===== config.mk =====
export PLATFORM = sky130hd
export DESIGN_NAME = pc_sequencer_flat
export DESIGN_NICKNAME = d
export VERILOG_FILES = /design/src/rtl/pc_sequencer_pkg.sv /design/src/rtl/pc_sequencer_if.sv /design/src/rtl/pc_sequencer_call_stack.sv /design/src/rtl/pc_sequencer.sv /design/src/flat_wrapper.sv
export SDC_FILE = /design/constraint.sdc
export NUM_CORES = 1
export LEC_CHECK = 0
export BUFFER_PORTS_ARGS = -buffer_cell sky130_fd_sc_hd__buf_2
export CELL_PAD_IN_SITES_DETAIL_PLACEMENT = 1
export CELL_PAD_IN_SITES_GLOBAL_PLACEMENT = 1
export CORE_MARGIN = 2
export CORE_UTILIZATION = 50
export CTS_BUF_LIST = sky130_fd_sc_hd__clkbuf_4 sky130_fd_sc_hd__clkbuf_8
export CTS_CLUSTER_SIZE = 25
export DETAILED_ROUTE_END_ITERATION = 12
export PLACE_DENSITY_LB_ADDON = 0.1
export REMOVE_ABC_BUFFERS = 1
export SETUP_SLACK_MARGIN = 0.5
export SLEW_MARGIN = 20
export SYNTH_ARGS = -nofsm -noshare
export SYNTH_HDL_FRONTEND = slang
export SYNTH_SLANG_ARGS = --single-unit

===== constraint.sdc =====
create_clock -name clk -period 4.52 [get_ports clk]
set_clock_uncertainty 0.05 [all_clocks]
set_input_delay 1.13 -clock clk [delete_from_list [all_inputs] [get_ports clk]]
set_output_delay 1.13 -clock clk [all_outputs]
set_load 0.03 [all_outputs]

===== src/rtl/pc_sequencer_pkg.sv =====
// pc_sequencer_pkg
//   Shared definitions for the program-counter sequencer: the sequencer
//   state encoding and the fault codes reported on error_code.
package pc_sequencer_pkg;

    typedef enum logic [1:0] {
        ST_RUN       = 2'd0,
        ST_STOP_WAIT = 2'd1,   // program exited via ret on an empty stack
        ST_HALT      = 2'd2
    } seq_state_t;

    localparam logic [1:0] ERR_NONE        = 2'd0;
    localparam logic [1:0] ERR_OVERFLOW    = 2'd1;  // push onto a full stack
    localparam logic [1:0] ERR_RETI_UNDER  = 2'd2;  // reti with nothing to pop
    localparam logic [1:0] ERR_RETI_NO_ISR = 2'd3;  // reti outside a handler

endpackage


===== src/rtl/pc_sequencer_if.sv =====
// pc_sequencer_if
//   Bundles the execute-stage controls and the sequencer outputs.
//   master : execute stage / interrupt sources (drives controls, irq)
//   slave  : pc_sequencer (drives pc_out, kill, pulses, status)
//   Controls : pause, goto, goto_addr, call, skip, ret, reti, irq, irq_enable
//   Outputs  : irq_ack, save_accum, restore_accum, pc_out, kill,
//              stack_level, error, error_code, stopped
interface pc_sequencer_if #(
    parameter int PC_WIDTH    = 12,
    parameter int STACK_DEPTH = 8,
    parameter int NUM_IRQ     = 4
);
    logic                             pause;
    logic                             goto;
    logic [PC_WIDTH-1:0]              goto_addr;
    logic                             call;
    logic                             skip;
    logic                             ret;
    logic                             reti;
    logic [NUM_IRQ-1:0]               irq;
    logic                             irq_enable;
    logic [NUM_IRQ-1:0]               irq_ack;
    logic                             save_accum;
    logic                             restore_accum;
    logic [PC_WIDTH-1:0]              pc_out;
    logic                             kill;
    logic [$clog2(STACK_DEPTH+1)-1:0] stack_level;
    logic                             error;
    logic [1:0]                       error_code;
    logic                             stopped;

    modport master (
        output pause, goto, goto_addr, call, skip, ret, reti, irq, irq_enable,
        input  irq_ack, save_accum, restore_accum, pc_out, kill,
               stack_level, error, error_code, stopped
    );

    modport slave (
        input  pause, goto, goto_addr, call, skip, ret, reti, irq, irq_enable,
        output irq_ack, save_accum, restore_accum, pc_out, kill,
               stack_level, error, error_code, stopped
    );
endinterface


===== src/rtl/pc_sequencer_call_stack.sv =====
// call_stack
//   LIFO of return addresses shared by calls and interrupts.
//   clk, reset     : clock, async active-high reset (empties the stack)
//   push/push_data : write push_data on top (ignored when full)
//   pop            : drop the top entry (ignored when empty)
//   top            : current top entry, valid combinationally; 0 when empty
//   level          : occupied entries; full / empty flags
module call_stack #(
    parameter int WIDTH = 12,
    parameter int DEPTH = 8
) (
    input  logic                         clk,
    input  logic                         reset,
    input  logic                         push,
    input  logic                         pop,
    input  logic [WIDTH-1:0]             push_data,
    output logic [WIDTH-1:0]             top,
    output logic [$clog2(DEPTH+1)-1:0]   level,
    output logic                         full,
    output logic                         empty
);
    localparam int LW = $clog2(DEPTH + 1);
    localparam int AW = $clog2(DEPTH);

    logic [WIDTH-1:0] mem [DEPTH];
    logic [LW-1:0]    lvl;
    logic [AW-1:0]    wr_idx;
    logic [AW-1:0]    rd_idx;

    assign wr_idx = lvl[AW-1:0];
    assign rd_idx = AW'(lvl - 1'b1);
    assign full   = (lvl == LW'(DEPTH));
    assign empty  = (lvl == '0);
    assign top    = empty ? '0 : mem[rd_idx];
    assign level  = lvl;

    // Contents need no reset: entries above level are never read.
    always_ff @(posedge clk) begin
        if (push && !full) mem[wr_idx] <= push_data;
    end

    always_ff @(posedge clk or posedge reset) begin
        if (reset) begin
            lvl <= '0;
        end else if (push && !full) begin
            lvl <= lvl + 1'b1;
        end else if (pop && !empty) begin
            lvl <= lvl - 1'b1;
        end
    end
endmodule


===== src/rtl/pc_sequencer.sv =====
// pc_sequencer
//   Program-counter sequencer: sequential fetch, branch/call/return redirect,
//   skip, squash of in-flight fetches, vectored prioritised interrupts with
//   reti, and a hardware call stack with sticky fault reporting.
//   clk, reset : clock, async active-high reset
//   bus        : pc_sequencer_if slave (controls in; pc_out, kill, pulses,
//                stack_level, error, error_code, stopped out)
module pc_sequencer
    import pc_sequencer_pkg::*;
#(
    parameter int PC_WIDTH      = 12,
    parameter int STACK_DEPTH   = 8,
    parameter int NUM_IRQ       = 4,
    parameter int RESET_VECTOR  = 0,
    parameter int VECTOR_BASE   = 4,
    parameter int VECTOR_STRIDE = 4
) (
    input  logic           clk,
    input  logic           reset,
    pc_sequencer_if.slave  bus
);
    localparam int LW = $clog2(STACK_DEPTH + 1);
    localparam int IW = (NUM_IRQ > 1) ? $clog2(NUM_IRQ) : 1;

    // Lowest-numbered request has the highest priority.
    function automatic logic [IW-1:0] lowest_irq(input logic [NUM_IRQ-1:0] req);
        lowest_irq = '0;
        for (int i = NUM_IRQ - 1; i >= 0; i--) begin
            if (req[i]) lowest_irq = IW'(i);
        end
    endfunction

    function automatic logic [PC_WIDTH-1:0] vector_addr(input logic [IW-1:0] idx);
        return PC_WIDTH'(VECTOR_BASE + int'(idx) * VECTOR_STRIDE);
    endfunction

    seq_state_t          state;
    logic [PC_WIDTH-1:0] pc;
    logic [1:0]          ks;        // kill shift: [1] squashes the issued slot
    logic                in_isr;
    logic                error;
    logic [1:0]          err_code;
    logic                stopped;
    logic [NUM_IRQ-1:0]  ack_q;
    logic                save_q;
    logic                rest_q;

    logic [PC_WIDTH-1:0] stk_top;
    logic [PC_WIDTH-1:0] stk_push_data;
    logic [LW-1:0]       stk_level;
    logic                stk_full, stk_empty, stk_push, stk_pop;

    logic                run;
    logic                q_skip, q_goto, q_ret, q_reti;
    logic                do_skip, do_goto, do_ret, do_reti, do_irq, do_seq;
    logic                push_req, overflow, reti_fault;
    logic [IW-1:0]       irq_idx;

    // Controls from a slot that is being squashed are ignored; skip looks one
    // stage further because it acts on the instruction after the issued one.
    assign run    = !bus.pause && !stopped && (state == ST_RUN);
    assign q_skip = bus.skip && !ks[1];
    assign q_goto = bus.goto && !ks[0];
    assign q_ret  = bus.ret  && !ks[0];
    assign q_reti = bus.reti && !ks[0];
    assign irq_idx = lowest_irq(bus.irq);

    always_comb begin
        do_skip = 1'b0;
        do_goto = 1'b0;
        do_ret  = 1'b0;
        do_reti = 1'b0;
        do_irq  = 1'b0;
        do_seq  = 1'b0;
        if (run) begin
            if (q_skip)                                         do_skip = 1'b1;
            else if (q_goto)                                    do_goto = 1'b1;
            else if (q_ret)                                     do_ret  = 1'b1;
            else if (q_reti)                                    do_reti = 1'b1;
            else if (bus.irq_enable && !in_isr && (|bus.irq))   do_irq  = 1'b1;
            else                                                do_seq  = 1'b1;
        end
    end

    // An interrupt returns to pc-1: the instruction sitting in decode is
    // squashed by the entry and must be re-fetched.
    assign push_req      = (do_goto && bus.call) || do_irq;
    assign overflow      = push_req && stk_full;
    assign stk_push      = push_req && !stk_full;
    assign stk_push_data = do_irq ? pc - 1'b1 : pc;
    assign reti_fault    = do_reti && (!in_isr || stk_empty);
    assign stk_pop       = (do_ret && !stk_empty) || (do_reti && !reti_fault);

    call_stack #(
        .WIDTH (PC_WIDTH),
        .DEPTH (STACK_DEPTH)
    ) u_stack (
        .clk       (clk),
        .reset     (reset),
        .push      (stk_push),
        .pop       (stk_pop),
        .push_data (stk_push_data),
        .top       (stk_top),
        .level     (stk_level),
        .full      (stk_full),
        .empty     (stk_empty)
    );

    always_ff @(posedge clk or posedge reset) begin
        if (reset) begin
            state    <= ST_RUN;
            pc       <= PC_WIDTH'(RESET_VECTOR);
            ks       <= 2'b11;
            in_isr   <= 1'b0;
            error    <= 1'b0;
            err_code <= ERR_NONE;
            stopped  <= 1'b0;
            ack_q    <= '0;
            save_q   <= 1'b0;
            rest_q   <= 1'b0;
        end else begin
            ack_q  <= '0;
            save_q <= 1'b0;
            rest_q <= 1'b0;
            if (!bus.pause && !stopped) begin
                case (state)
                    ST_RUN: begin
                        if (overflow || reti_fault) begin
                            // Fault freezes pc; stopped blocks any later fault.
                            error   <= 1'b1;
                            stopped <= 1'b1;
                            state   <= ST_HALT;
                            if (overflow)     err_code <= ERR_OVERFLOW;
                            else if (!in_isr) err_code <= ERR_RETI_NO_ISR;
                            else              err_code <= ERR_RETI_UNDER;
                        end else if (do_skip) begin
                            pc <= pc + 1'b1;
                            ks <= 2'b10;
                        end else if (do_goto) begin
                            pc <= bus.goto_addr;
                            ks <= {ks[0], 1'b1};
                        end else if (do_ret) begin
                            if (stk_empty) state <= ST_STOP_WAIT;
                            else           pc    <= stk_top;
                            ks <= {ks[0], 1'b1};
                        end else if (do_reti) begin
                            pc     <= stk_top;
                            in_isr <= 1'b0;
                            rest_q <= 1'b1;
                            ks     <= {ks[0], 1'b1};
                        end else if (do_irq) begin
                            pc     <= vector_addr(irq_idx);
                            in_isr <= 1'b1;
                            ack_q  <= NUM_IRQ'(1) << irq_idx;
                            save_q <= 1'b1;
                            ks     <= 2'b11;
                        end else if (do_seq) begin
                            pc <= pc + 1'b1;
                            ks <= {ks[0], 1'b0};
                        end
                    end
                    ST_STOP_WAIT: begin
                        ks      <= {ks[0], 1'b1};
                        stopped <= 1'b1;
                        state   <= ST_HALT;
                    end
                    default: ;
                endcase
            end
        end
    end

    assign bus.pc_out        = pc;
    assign bus.kill          = ks[1];
    assign bus.stack_level   = stk_level;
    assign bus.error         = error;
    assign bus.error_code    = err_code;
    assign bus.stopped       = stopped;
    assign bus.irq_ack       = bus.pause ? '0 : ack_q;
    assign bus.save_accum    = save_q && !bus.pause;
    assign bus.restore_accum = rest_q && !bus.pause;
endmodule

===== src/flat_wrapper.sv =====
// flat-port wrapper written by rule: the top's interface ports become plain ports
module pc_sequencer_flat import pc_sequencer_pkg::*;
#(
    parameter int PC_WIDTH      = 12,
    parameter int STACK_DEPTH   = 8,
    parameter int NUM_IRQ       = 4,
    parameter int RESET_VECTOR  = 0,
    parameter int VECTOR_BASE   = 4,
    parameter int VECTOR_STRIDE = 4
)
  (clk, reset, bus_pause, bus_goto, bus_goto_addr, bus_call, bus_skip, bus_ret, bus_reti, bus_irq, bus_irq_enable, bus_irq_ack, bus_save_accum, bus_restore_accum, bus_pc_out, bus_kill, bus_stack_level, bus_error, bus_error_code, bus_stopped);
  pc_sequencer_if #(.PC_WIDTH(PC_WIDTH), .STACK_DEPTH(STACK_DEPTH), .NUM_IRQ(NUM_IRQ)) bus_i ();
  input  logic clk;
  input  logic reset;
  input wire logic [$bits(bus_i.pause)-1:0] bus_pause;
  input wire logic [$bits(bus_i.goto)-1:0] bus_goto;
  input wire logic [$bits(bus_i.goto_addr)-1:0] bus_goto_addr;
  input wire logic [$bits(bus_i.call)-1:0] bus_call;
  input wire logic [$bits(bus_i.skip)-1:0] bus_skip;
  input wire logic [$bits(bus_i.ret)-1:0] bus_ret;
  input wire logic [$bits(bus_i.reti)-1:0] bus_reti;
  input wire logic [$bits(bus_i.irq)-1:0] bus_irq;
  input wire logic [$bits(bus_i.irq_enable)-1:0] bus_irq_enable;
  output wire logic [$bits(bus_i.irq_ack)-1:0] bus_irq_ack;
  output wire logic [$bits(bus_i.save_accum)-1:0] bus_save_accum;
  output wire logic [$bits(bus_i.restore_accum)-1:0] bus_restore_accum;
  output wire logic [$bits(bus_i.pc_out)-1:0] bus_pc_out;
  output wire logic [$bits(bus_i.kill)-1:0] bus_kill;
  output wire logic [$bits(bus_i.stack_level)-1:0] bus_stack_level;
  output wire logic [$bits(bus_i.error)-1:0] bus_error;
  output wire logic [$bits(bus_i.error_code)-1:0] bus_error_code;
  output wire logic [$bits(bus_i.stopped)-1:0] bus_stopped;
  assign bus_i.pause = bus_pause;
  assign bus_i.goto = bus_goto;
  assign bus_i.goto_addr = bus_goto_addr;
  assign bus_i.call = bus_call;
  assign bus_i.skip = bus_skip;
  assign bus_i.ret = bus_ret;
  assign bus_i.reti = bus_reti;
  assign bus_i.irq = bus_irq;
  assign bus_i.irq_enable = bus_irq_enable;
  assign bus_irq_ack = bus_i.irq_ack;
  assign bus_save_accum = bus_i.save_accum;
  assign bus_restore_accum = bus_i.restore_accum;
  assign bus_pc_out = bus_i.pc_out;
  assign bus_kill = bus_i.kill;
  assign bus_stack_level = bus_i.stack_level;
  assign bus_error = bus_i.error;
  assign bus_error_code = bus_i.error_code;
  assign bus_stopped = bus_i.stopped;
  pc_sequencer #(.PC_WIDTH(PC_WIDTH), .STACK_DEPTH(STACK_DEPTH), .NUM_IRQ(NUM_IRQ), .RESET_VECTOR(RESET_VECTOR), .VECTOR_BASE(VECTOR_BASE), .VECTOR_STRIDE(VECTOR_STRIDE)) u_core (.clk(clk), .reset(reset), .bus(bus_i));
endmodule

==> impl_metrics.env, run 1 <==
export IMPL_chipHeight_um=112
export IMPL_grt_antenna_before_repair=0
export IMPL_core_area_um2=11400
export IMPL_clk_insertion_delay_late_ns=0.44
export IMPL_htreeDepth=4
export IMPL_area_sequential_um2=3660
export IMPL_placement_rows=39
export IMPL_mappedNetlistArea_um2=5830
export IMPL_fmax_ghz=0.305
export IMPL_postCtsSetupBuffers=0
export IMPL_p_clk_share_pct=20.4
export IMPL_hold_depth=2
export IMPL_dominantRegCellSynth="sky130_fd_sc_hd__edfxtp_1"
export IMPL_post_route_min_period_ns=3.28
export IMPL_seqPwrFrac_pct=39.4
export IMPL_globalRouteTotalUtil_pct=24.0
export IMPL_vias_in_the_first_global_route=3896
export IMPL_finalWorstSetupSlack_ns=1.24
export IMPL_r2r_cells=8
export IMPL_grt_max_degree=33
export IMPL_detail_route_first_pass_iterations=4
export IMPL_synth_seq_area_share_pct=62.8
export IMPL_drt_wirelength_per_cell_um=22.2
export IMPL_globalRoute_totalOverflow=0
export IMPL_post_layout_utilization_of_the_core_pct=58.1
export IMPL_drt_first_iter_violations=261
export IMPL_rsz_0062_raised_after_global_routing="no"
export IMPL_cts_num_sinks=127
export IMPL_detailed_place_hpwl_um=9390
export IMPL_tritoncts="built"
export IMPL_finalPower_w=0.00436
export IMPL_crit_fanout=8
export IMPL_numPortBuffers=51
export IMPL_start_kind="input pin"
export IMPL_min_period_over_period_pct=72.6
export IMPL_max_cap_violations=0
export IMPL_detail_route_wirelength_um=14100
export IMPL_clock_tree_root_cell="sky130_fd_sc_hd__clkbuf_8"
export IMPL_critical_path_reg2reg_endpoint="u_core.bus.pc_out[3]"
export IMPL_synthesis_instances=414
export IMPL_ant_nets=0
export IMPL_vias_per_cell=5.85
export IMPL_p_leak_nw=2.50
export IMPL_detail_route_drc_violations=0
export IMPL_clkSlewWorstSetupHoldPaths_ns=0.07
export IMPL_synth_enable_flop_cells=96
export IMPL_comb_power_share_pct=40.2
export IMPL_hold_path_startpoint="u_core.bus.error_code[1]"
export IMPL_dieArea_um2=12500
export IMPL_chipWidth_um=112
export IMPL_final_setup_tns_ns=0
export IMPL_placement_stage_worst_setup_slack_ns=0.867
export IMPL_slew_viol_final=0
export IMPL_timing_worst_setup_path_type="input pin to flip-flop"
export IMPL_worst_slew_margin_rel_pct=47.1
export IMPL_multiInputGateArea_um2=2020
export IMPL_data_arrival_critical_path_ns=3.40
export IMPL_hold_buffers=0
export IMPL_grt_first_pass_wirelength_um=22100
export IMPL_yosys_register_bits=127
export IMPL_min_path_type="flip-flop to flip-flop"
export IMPL_reg2reg_from="u_core.u_stack.level[1]"
export IMPL_setup_viol_count_final=0
export IMPL_synth_async_sr_flop_share_pct=24.4
export IMPL_internal_power_w=0.00264
export IMPL_status="finished clean"
export IMPL_report_final_hold_viol_count=0
export IMPL_timing_critical_path_to_type="flip-flop"
export IMPL_worstHoldEndpoint="u_core.bus.error_code[1]"
export IMPL_io_pins=52
export IMPL_synth_avg_cell_area_um2=14.1
export IMPL_final_fill_count=1141
export IMPL_start_util_pct=51.1
export IMPL_cts_buffers=17
export IMPL_syn2layout_area_growth_pct=13.8
export IMPL_layout_cells_most_common="sky130_fd_sc_hd__edfxtp_1"
export IMPL_synth_lib_cells_used_distinct=55
export IMPL_worst_pin_slew_ns=0.785
export IMPL_max_clock_path_buffers=2
export IMPL_crit_required_ns=4.64
export IMPL_peak_supply_drop_v=0.000309
export IMPL_reg2reg_setup_slack_ns=1.47
export IMPL_yosysWarningCount=0
export IMPL_power_share_switching_pct=39.5
export IMPL_placer_congestion=0.871
export IMPL_drive_gt1_share_pct=28.5
export IMPL_mostFrequentLayoutCells="sky130_fd_sc_hd__edfxtp_1 (96), sky130_fd_sc_hd__buf_2 (51), sky130_fd_sc_hd__nor2_1 (29), sky130_fd_sc_hd__dfrtp_1 (28)"
export IMPL_total_switching_power_w=0.00172
export IMPL_final_net_count=513
export IMPL_num_vias=3709
export IMPL_power_density_cell_area_nw_per_um2=657
export IMPL_post_cts_resized=0
export IMPL_antenna_diode_count=0
==> how the worst max path moves through the flow <==
stage          depth (start not counted)               startpoint  slack [ns]                         to
5_1_grt                                7                bus_pause        1.12  u_core.u_stack.mem[1][11]
3_5_place_dp                           7                bus_pause        0.87   u_core.u_stack.mem[7][5]
4_1_cts                                7                bus_pause        1.31  u_core.u_stack.mem[5][11]
6_report                               7                bus_pause        1.24  u_core.u_stack.mem[6][11]
3_3_place_gp                           7                bus_pause        0.99   u_core.u_stack.mem[6][5]
2_1_floorplan                          8  u_core.u_stack.level[0]        0.48       u_core.bus.pc_out[0]
==> synth_stat cells (all sizes together), types with 5 or more instances <==
cell / number / area share, %
inv: 15 / 0.97
nor2b: 10 / 1.1
xor2: 9 / 1.4
edfxtp: 96 / 49
and2: 11 / 1.2
ha: 9 / 1.9
clkbuf: 8 / 0.52
o21ai: 29 / 2.5
mux2: 11 / 2.1
dfrtp: 29 / 12
nor2: 30 / 2.1
or3: 6 / 0.73
nand3: 8 / 0.77
mux4: 22 / 8.5
a222oi: 5 / 0.86
nand2: 26 / 1.7
nor3: 19 / 1.6
buf: 11 / 1.2
==> kinds of logic (layout without fill, tap and decap cells) <==
family                     count (synthesis)  count (layout)  synth area share, %
AOI/OAI and AO/OA                         59              59                 6.68
xor gates and xnor gates                  13              13                 1.95
adders and majority gates                  9               9                 1.93
buffers and inverters                     34             111                 2.68
DFF                                      127             127                 62.8
muxes                                     37              37                 11.3
and+or+nand+nor                          135             135                 12.6
==> flip-flops by register name, summed over array words and instances (netlist names) <==
register and count:
u_core.bus.error 1, u_core.bus.pc_out 12, u_core.bus.error_code 2, u_core.in_isr 1
u_core.u_stack.mem 96, u_core.ks 2, u_core.ack_q 4, u_core.save_q 1
u_core.state 2, u_core.bus.stopped 1, u_core.u_stack.level 4, u_core.rest_q 1
==> critical path: stages <==
cell	delay [ns]
sky130_fd_sc_hd__buf_2	0.15
sky130_fd_sc_hd__or3_1	0.41
sky130_fd_sc_hd__or3_4	0.44
sky130_fd_sc_hd__nor2_4	0.26
sky130_fd_sc_hd__nand4b_1	0.24
sky130_fd_sc_hd__nor3_1	0.29
sky130_fd_sc_hd__xor2_1	0.48
==> metal layers <==
layer / global-route usage (%) / up-vias / part of all wire [%]
met4: 8.21 / 0 / 0.78
met5: 0 / - / 0
li1: - / 1701 / -
met2: 37.5 / 110 / 48
met1: 33.1 / 1890 / 45
met3: 6.48 / 8 / 6.5
==> power groups by stage <==
stage | sequential (W) | combinational, W | clock, W
after floorplan | 0.00189 | 0.00100 | 0
after global placement | 0.00173 | 0.00172 | 0
after detailed placement | 0.00174 | 0.00175 | 0
after CTS | 0.00171 | 0.00176 | 0.000915
after global routing | 0.00174 | 0.00191 | 0.000959
final | 0.00172 | 0.00175 | 0.000891
==> layout make-up <==
class,instances,share of cell area (%)
inverters,15,0.849
repair buffers,65,5.43
multi-input cells,253,30.5
well taps,143,2.70
clock buffers,18,3.64
clock inverters,13,1.70
flip-flops and latches,127,55.2
==> stage by stage <==
step                hold WS, ns  instances  instance area (µm²)
floorplan                 0.399        395                 5730
global placement          0.397        603                 6280
detailed placement        0.409        603                 6280
CTS                       0.435        634                 6630
global route              0.458        634                 6630
finish                    0.431        634                 6630
No activity file was read; power rests on OpenSTA's default activity.
==> inputs of run 2 (changes only) <==
--- a/config.mk
+++ b/config.mk
@@ -9,7 +9,7 @@
 export CELL_PAD_IN_SITES_DETAIL_PLACEMENT = 1
 export CELL_PAD_IN_SITES_GLOBAL_PLACEMENT = 1
 export CORE_MARGIN = 2
-export CORE_UTILIZATION = 50
+export CORE_UTILIZATION = 46
 export CTS_BUF_LIST = sky130_fd_sc_hd__clkbuf_4 sky130_fd_sc_hd__clkbuf_8
 export CTS_CLUSTER_SIZE = 25
 export DETAILED_ROUTE_END_ITERATION = 12
==> constraint.sdc (replaced) <==
create_clock -name clk -period 2.95 [get_ports clk]
set_clock_uncertainty 0.05 [all_clocks]
set_input_delay 0.7375 -clock clk [delete_from_list [all_inputs] [get_ports clk]]
set_output_delay 0.7375 -clock clk [all_outputs]
set_load 0.03 [all_outputs]
==> impl_metrics.env, run 2 (synthesis results as in run 1) <==
export IMPL_io_pins=52
export IMPL_ant_nets=0
export IMPL_clk_insertion_delay_late_ns=0.45
export IMPL_worst_slew_margin_rel_pct=58.2
export IMPL_htreeDepth=4
export IMPL_layout_cells_non_filler=718
export IMPL_max_clock_path_buffers=2
export IMPL_max_reg_flops=96
export IMPL_cells_along_the_critical_path="buf_2 -> or3_4 -> or3_4 -> nor2_4 -> nand4b_1 -> buf_4 -> nor3_4 -> xor2_2 -> buf_4"
export IMPL_grt_antenna_before_repair=0
export IMPL_detail_route_first_pass_iterations=4
export IMPL_timing_worst_setup_path_type="input pin to flip-flop"
export IMPL_post_layout_utilization_of_the_core_pct=59.9
export IMPL_data_arrival_critical_path_ns=2.62
export IMPL_chipWidth_um=117
export IMPL_status="finished clean"
export IMPL_critPathMaxStageDelay_ns=0.38
export IMPL_use_met2_pct=41.5
export IMPL_finalWorstSetupSlack_ns=0.484
export IMPL_antenna_diode_count=0
export IMPL_start_kind="input pin"
export IMPL_timing_critical_path_to_type="flip-flop"
export IMPL_tritoncts="built"
export IMPL_grt_first_pass_wirelength_um=24300
export IMPL_drt_first_iter_violations=283
export IMPL_final_setup_tns_ns=0
export IMPL_mostFrequentLayoutCells="sky130_fd_sc_hd__edfxtp_1 (96), sky130_fd_sc_hd__buf_4 (57), sky130_fd_sc_hd__buf_2 (51), sky130_fd_sc_hd__dfrtp_1 (28), sky130_fd_sc_hd__nor2_1 (27)"
export IMPL_post_route_min_period_ns=2.47
export IMPL_clock_tree_root_cell="sky130_fd_sc_hd__clkbuf_8"
export IMPL_slew_viol_final=0
export IMPL_p_leak_nw=2.87
export IMPL_drt_wirelength_per_cell_um=23.1
export IMPL_start_util_pct=46.6
export IMPL_dieArea_um2=13600
export IMPL_cts_buffers=17
export IMPL_numPortBuffers=51
export IMPL_regMostFlops="u_core.u_stack.mem"
export IMPL_min_path_type="input pin to async pin"
export IMPL_globalRoute_totalOverflow=0
export IMPL_clkSlewWorstSetupHoldPaths_ns=0.08
export IMPL_power_density_cell_area_nw_per_um2=1010
export IMPL_placer_congestion=0.832
export IMPL_grt_max_degree=33
export IMPL_use_met3_pct=3.89
export IMPL_setup_viol_count_final=0
export IMPL_num_vias=4045
export IMPL_core_area_um2=12500
export IMPL_peak_supply_drop_v=0.000493
export IMPL_rsz_0062_raised_after_global_routing="yes"
export IMPL_layout_cells_most_common="sky130_fd_sc_hd__edfxtp_1"
export IMPL_cts_num_sinks=127
export IMPL_report_final_hold_viol_count=0
export IMPL_crit_path_top_delay_cell="sky130_fd_sc_hd__or3_4"
export IMPL_global_route_peak_usage_layer="met2"
export IMPL_vias_in_the_first_global_route=4191
export IMPL_worst_pin_slew_ns=0.627
export IMPL_detail_route_wirelength_um=16600
export IMPL_vias_per_cell=5.63
export IMPL_hold_buffers=0
export IMPL_syn2layout_area_growth_pct=28.5
export IMPL_crit_required_ns=3.11
export IMPL_grt_util_met1_pct=33.5
export IMPL_placement_stage_worst_setup_slack_ns=-0.216
export IMPL_drive_gt1_share_pct=41.8
export IMPL_detailed_place_hpwl_um=10900
export IMPL_placement_rows=41
export IMPL_final_net_count=567
export IMPL_placed_instances=664
export IMPL_min_period_over_period_pct=83.6
export IMPL_fmax_ghz=0.405
export IMPL_max_cap_violations=0
export IMPL_globalRouteTotalUtil_pct=25.0
export IMPL_crit_fanout=4
export IMPL_detail_route_drc_violations=0
export IMPL_chipHeight_um=117
[run 2: cell count changes in the layout (fill, tap and decap cells not counted), moves of 3 or more]
cell	delta
sky130_fd_sc_hd__buf_6	+6
sky130_fd_sc_hd__xor2_2	+6
sky130_fd_sc_hd__o21ai_0	-9
sky130_fd_sc_hd__clkinv_2	-3
sky130_fd_sc_hd__buf_4	+43
sky130_fd_sc_hd__xnor2_1	-3
sky130_fd_sc_hd__nor3_1	-6
sky130_fd_sc_hd__o21ai_1	+9
sky130_fd_sc_hd__inv_6	+3
sky130_fd_sc_hd__nor3_4	+5
sky130_fd_sc_hd__xor2_1	-6
[run 2: metal layers]
layer	vias to the layer above	wire length, µm
met5	-	0
met4	0	277
met3	18	751
met2	113	8520
met1	2095	7020
li1	1819	-
[run 2: final timing paths]
path	from	end	slack, ns	cells after the start
min in group clk	u_core.bus.error	u_core.bus.error	0.45	1
hold reg to reg	u_core.bus.error	u_core.bus.error	0.45	1
max in group asynchronous	reset	u_core.u_stack.level[0]	2.17	3
setup / recovery	bus_pause	u_core.u_stack.mem[5][11]	0.48	9
hold / removal	reset	u_core.bus.pc_out[10]	0.32	3
setup reg to reg	u_core.bus.stopped	u_core.u_stack.mem[5][11]	0.50	8
[run 2: worst max-delay path, delay by kind of cell]
kind | cells | cell delay, ns
XOR/XNOR | 1 | 0.12
buffers and inverters | 3 | 0.50
AND/OR/NAND/NOR | 5 | 1.26
[run 2: power breakdown]
group,switching [W],internal [W],leakage (nW),total [W]
sequential,0.000284,0.00232,1.26,0.00260
clock,0.000752,0.000777,0.205,0.00153
combinational,0.00202,0.00144,1.41,0.00346
[run 2: cell type report]
type,instances,area [µm²]
Tap cell,172,215
Timing Repair Buffer,117,816
Multi-Input combinational cell,255,2340
Fill cell,1249,5020
Sequential cell,127,3660
Clock buffer,18,241
Clock inverter,14,156
Inverter,15,60.1
[run 2: per-stage QoR]
stage	area, µm²	power [W]	hold WS [ns]
after detailed placement	6570	0.00558	0.431
final	7490	0.00759	0.318
after global placement	6570	0.00549	0.399
after floorplan	5730	0.00444	0.399
after CTS	7230	0.00731	0.315
after global routing	7490	0.00794	0.352
[run 2: what timing repair did]
action                                  CTS  global route
pin swaps                                11            12
hold endpoints to repair                  0             0
gates cloned                              1             2
resized for setup                        24            41
endpoints found under the setup margin  185           128
buffers inserted                         14             5
